==> src/rtl/alu_sequencer.sv <==
// Multi-cycle FETCH/DECODE/EXEC/WB sequencer driving an external 8-bit ALU.
// Owns the PC, the 4x8 register file, and the IR/RES/TAKEN latches.
module alu_sequencer #(
  parameter int          PC_W    = 8,
  parameter logic [4:0]  HALT_OP = 5'b11111
) (
  input  logic            CLK,
  input  logic            reset,
  input  logic            start,
  output logic            done,
  output logic [PC_W-1:0] inst_addr,
  input  logic [8:0]      inst_data,
  output logic [4:0]      OP,
  output logic [7:0]      inOne,
  output logic [7:0]      inTwo,
  output logic            fourShift,
  input  logic [7:0]      result,
  input  logic            branchCompPass,
  input  logic            pre_we,
  input  logic [1:0]      pre_addr,
  input  logic [7:0]      pre_data,
  input  logic [1:0]      dbg_addr,
  output logic [7:0]      dbg_data
);

  localparam logic [4:0] OP_BZ  = 5'b10100;
  localparam logic [4:0] OP_BNZ = 5'b11000;

  typedef enum logic [2:0] {
    S_IDLE, S_FETCH, S_DECODE, S_EXEC, S_WB, S_DONE
  } state_t;

  state_t          state_q;
  logic [PC_W-1:0] pc_q;
  logic [3:0][7:0] rf_q;
  logic [8:0]      ir_q;
  logic [7:0]      res_q;
  logic            taken_q;
  logic            done_q;
  logic [4:0]      op_q;
  logic [7:0]      ina_q;
  logic [7:0]      inb_q;

  logic            ir_branch;
  logic [PC_W-1:0] pc_inc_d;
  logic [PC_W-1:0] pc_wb_d;
  logic            unused_ir_rb;

  assign ir_branch = (ir_q[8:4] == OP_BZ) || (ir_q[8:4] == OP_BNZ);
  assign pc_inc_d  = pc_q + PC_W'(1);
  // RES carries the absolute branch target (the ALU forwards rb)
  assign pc_wb_d   = (ir_branch && taken_q) ? PC_W'(res_q) : pc_inc_d;

  // rb is consumed straight from inst_data when operands are registered
  assign unused_ir_rb = ^ir_q[1:0];

  assign inst_addr = pc_q;
  assign done      = done_q;
  assign OP        = op_q;
  assign inOne     = ina_q;
  assign inTwo     = inb_q;
  assign fourShift = 1'b0;
  assign dbg_data  = rf_q[dbg_addr];

  always_ff @(posedge CLK or posedge reset) begin
    if (reset) begin
      state_q <= S_IDLE;
      pc_q    <= '0;
      rf_q    <= '0;
      ir_q    <= '0;
      res_q   <= '0;
      taken_q <= 1'b0;
      done_q  <= 1'b0;
      op_q    <= '0;
      ina_q   <= '0;
      inb_q   <= '0;
    end else begin
      case (state_q)
        S_IDLE: begin
          if (pre_we) rf_q[pre_addr] <= pre_data;
          if (start) begin
            state_q <= S_FETCH;
            pc_q    <= '0;
          end
        end
        S_FETCH: state_q <= S_DECODE;
        S_DECODE: begin
          ir_q <= inst_data;
          if (inst_data[8:4] == HALT_OP) begin
            state_q <= S_DONE;
            done_q  <= 1'b1;
          end else begin
            // operands are registered here so they hold steady across EXEC
            state_q <= S_EXEC;
            op_q    <= inst_data[8:4];
            ina_q   <= rf_q[inst_data[3:2]];
            inb_q   <= rf_q[inst_data[1:0]];
          end
        end
        S_EXEC: begin
          res_q <= result;
          if (ir_branch) taken_q <= branchCompPass;
          op_q    <= '0;
          ina_q   <= '0;
          inb_q   <= '0;
          state_q <= S_WB;
        end
        S_WB: begin
          if (!ir_branch) rf_q[ir_q[3:2]] <= res_q;
          pc_q    <= pc_wb_d;
          state_q <= S_FETCH;
        end
        S_DONE: begin
          if (start) begin
            state_q <= S_FETCH;
            pc_q    <= '0;
            done_q  <= 1'b0;
          end
        end
        default: state_q <= S_IDLE;
      endcase
    end
  end

endmodule
==> config.mk <==
export PLATFORM = sky130hd
export DESIGN_NAME = alu_sequencer
export DESIGN_NICKNAME = d
export VERILOG_FILES = /design/src/rtl/alu_sequencer.sv
export SDC_FILE = /design/constraint.sdc
export NUM_CORES = 1
export LEC_CHECK = 0
export BUFFER_PORTS_ARGS = -buffer_cell sky130_fd_sc_hd__buf_2
export CORE_MARGIN = 2
export CORE_UTILIZATION = 45
export DETAILED_ROUTE_END_ITERATION = 8
export HOLD_SLACK_MARGIN = 0.15
export PLACE_DENSITY_LB_ADDON = 0.2
export SKIP_CTS_REPAIR_TIMING = 1
export SLEW_MARGIN = 20
export SYNTH_ARGS = -nofsm -noshare
export SYNTH_HDL_FRONTEND = slang
export SYNTH_SLANG_ARGS = --single-unit
==> constraint.sdc <==
create_clock -name CLK -period 3.1 [get_ports CLK]
set_clock_uncertainty 0.15 [all_clocks]
set_input_delay 0.62 -clock CLK [delete_from_list [all_inputs] [get_ports CLK]]
set_output_delay 0.62 -clock CLK [all_outputs]
set_load 0.05 [all_outputs]
==> results_dict.tcl <==
set metrics [dict create \
    routed_wl_mm 10.6 \
    grt_pass1_vias 3110 \
    p_per_area_nw_per_um2 982 \
    rsz0062_at_grt "no" \
    max_slew.worst_pin.slew_ns 0.766 \
    detail_route.iter0.violations 243 \
    synth_top_cell_area_share_pct 47.2 \
    max_cap_viol_count 0 \
    hold_path_class "in -> async" \
    syn_inst 356 \
    worst_setup_path_start_kind "input port" \
    yosys.area.top_type "dfrtp_1" \
    synth-main-ff-cell "dfrtp_1" \
    ys_seq_elements 81 \
    setup_viol 0 \
    wl_per_cell_um 19.2 \
    cts_htree_levels 3 \
    diodes 0 \
    vias 3259 \
    endpoint_kind "output port" \
    drv_slew 0 \
    syn_to_final_growth_pct 14.8 \
    critPathKind "in -> out" \
    grt_util_all_layers_pct 21.6 \
    clock.fmax_mhz 407 \
    grt_max_degree 55 \
    clk_pin_slew_ns 0.08 \
    overflow 0 \
    period_needed_ns 2.46 \
    outcome "finished, final reports clean" \
    die_w_um 102 \
    cts.sinks 81 \
    io_pins 73 \
    finalSetupTns_ns 0 \
    async_reset_ff_share_pct 100 \
    yosysMostFrequentCell "dfrtp_1" \
    core_um2 9240 \
    cts_tree "done" \
    cp-startpoint "dbg_addr[0]" \
    drtAntennaViolNets 0 \
    synth_common_cells "81 x dfrtp_1, 47 x nand2_1, 33 x o2bb2ai_1" \
    row_count 35 \
    seqPwrFrac_pct 40.4 \
    dr.pass1.iters 4 \
    portBuffers 71 \
    slew_headroom_pct 48.7 \
    clock_latency_ns 0.34 \
    worstPathRequired_ns 2.33 \
    r2r_start "state_q[1]$_DFFE_PP0P_" \
    worst-path-max-fanout 8 \
    power.leakage_nw 2.12 \
    syn-num-nets 391 \
    avgViaCountPerCell 5.89 \
    gp_congestion 0.848 \
    synthDistinctLibCells 45 \
    intPower_mw 2.71 \
    cts-root-buf "clkbuf_8" \
    drc 0 \
    clockPowerShare_pct 15.5 \
    clock_path_buffers 2 \
    final_nets 454 \
    syn_area_per_cell_um2 12.1 \
    final_core_util_pct 53.4 \
    ys_warn_count 0 \
    hpwl_mm 7.36 \
    ys_seq_area_share_pct 47.2 \
    die-area_um2 10300 \
    final_cells 553 \
    die_y_um 102 \
    syn_area_um2 4290 \
    cts_made_buffers 9 \
    start_util_pct 46.5 \
    synth_edf_count 0 \
    swShare_pct 44.1 \
    synth_area_leaders "dfrtp_1 47%, mux4_2 13%, o2bb2ai_1 6.7%" \
    grt_pass1_wl_mm 16.8 \
    worstPathArrival_ns 1.69 \
    layout-drive-gt1-share_pct 35.4 \
    switchingPower_mw 2.14 \
    antenna_found_initial 0 \
    dp_cells 537 \
    pwr-share-comb_pct 44.2 \
    finalHoldViolCount 0 \
    min_period_over_period_pct 79.3 \
    vdd_drop_max_uv 418 \
]
## sequential cells by signal, indices dropped and copies added, names as in the netlist
register	flops
inTwo	8
state_q	3
rf_q	32
res_q	8
taken_q	1
done	1
inOne	8
OP	5
ir_q	7
inst_addr	8
## metal layers
layer / share of wire, % / global-route usage [%] / wire, um
met5: 0 / 0 / 0
met1: 45 / 31.6 / 4770
met3: 6.5 / 4.90 / 693
met4: 0.87 / 6.44 / 92
met2: 48 / 32.3 / 5070
## final timing paths
| check | to | slack [ns] | cells after the start |
|---|---|---|---|
| min in group CLK | res_q[3]$_DFFE_PP0P_ | 0.35 | 2 |
| hold reg to reg | ir_q[8]$_DFFE_PP0P_ | 0.36 | 1 |
| max in group asynchronous | ir_q[7]$_DFFE_PP0P_ | 2.02 | 3 |
| hold / removal | done$_DFFE_PP0P_ | 0.13 | 2 |
| setup / recovery | dbg_data[7] | 0.64 | 3 |
| setup reg to reg | rf_q[12]$_DFFE_PP0P_ | 0.75 | 4 |
## power groups by stage
stage	Combinational [mW]	Sequential (mW)	Clock (mW)
after global routing	2.30	2.02	0.817
final	2.14	1.96	0.749
after CTS	2.14	1.95	0.769
after floorplan	1.43	2.14	0
after global placement	2.11	1.96	0
after detailed placement	2.14	1.97	0
## stage by stage
step / hold slack [ns] / area (um^2) / total power, mW / worst slack, ns
finish: 0.131 / 4930 / 4.84 / 0.641
floorplan: 0.322 / 4290 / 3.57 / 0.250
CTS: 0.138 / 4930 / 4.86 / 0.629
global route: 0.161 / 4930 / 5.14 / 0.596
detailed placement: 0.343 / 4740 / 4.10 / 0.631
global placement: 0.336 / 4740 / 4.07 / 0.636
## final cells by class
class / count / area (um^2)
Fill cell: 834 / 4310
Tap cell: 129 / 161
Sequential cell: 81 / 2030
Multi-Input combinational cell: 246 / 2130
Inverter: 4 / 16.3
Clock buffer: 10 / 128
Timing Repair Buffer: 77 / 413
Clock inverter: 6 / 58.8
## critical path, cell delays in order
cell and delay (ns):
buf_2 0.27, mux4_2 0.57, buf_2 0.23
## cells by family after synthesis
family / count (synthesis) / synth area share, %
DFF: 81 / 47.2
buffers and inverters: 29 / 3.26
other: 1 / 0.0873
xor gates and xnor gates: 1 / 0.204
adders and majority gates: 2 / 0.524
and+or+nand+nor: 84 / 10.7
AOI/OAI and AO/OA: 113 / 20.0
muxes: 45 / 18.0
## cells in the final DEF, fill, tap and decap left out, types with 2 or more instances in the layout
master and instances:
nand4_1 2, mux4_2 24, clkbuf_8 9, nor2b_1 2
clkinv_2 5, nand2b_1 2, buf_2 71, or2_2 2
inv_1 3, nor3b_2 4, o2bb2ai_1 33, a221o_1 6
a21boi_0 3, a21oi_1 2, nor2_1 7, mux2_2 19
a31oi_1 2, o21ai_0 26, nor3b_4 2, mux2i_1 2
o21bai_2 3, buf_4 5, a22oi_1 32, or3_1 3
nand3_1 3, nand2_1 47, and3_1 4, dfrtp_1 81
Note: power is estimated with default switching activity, not from simulation.
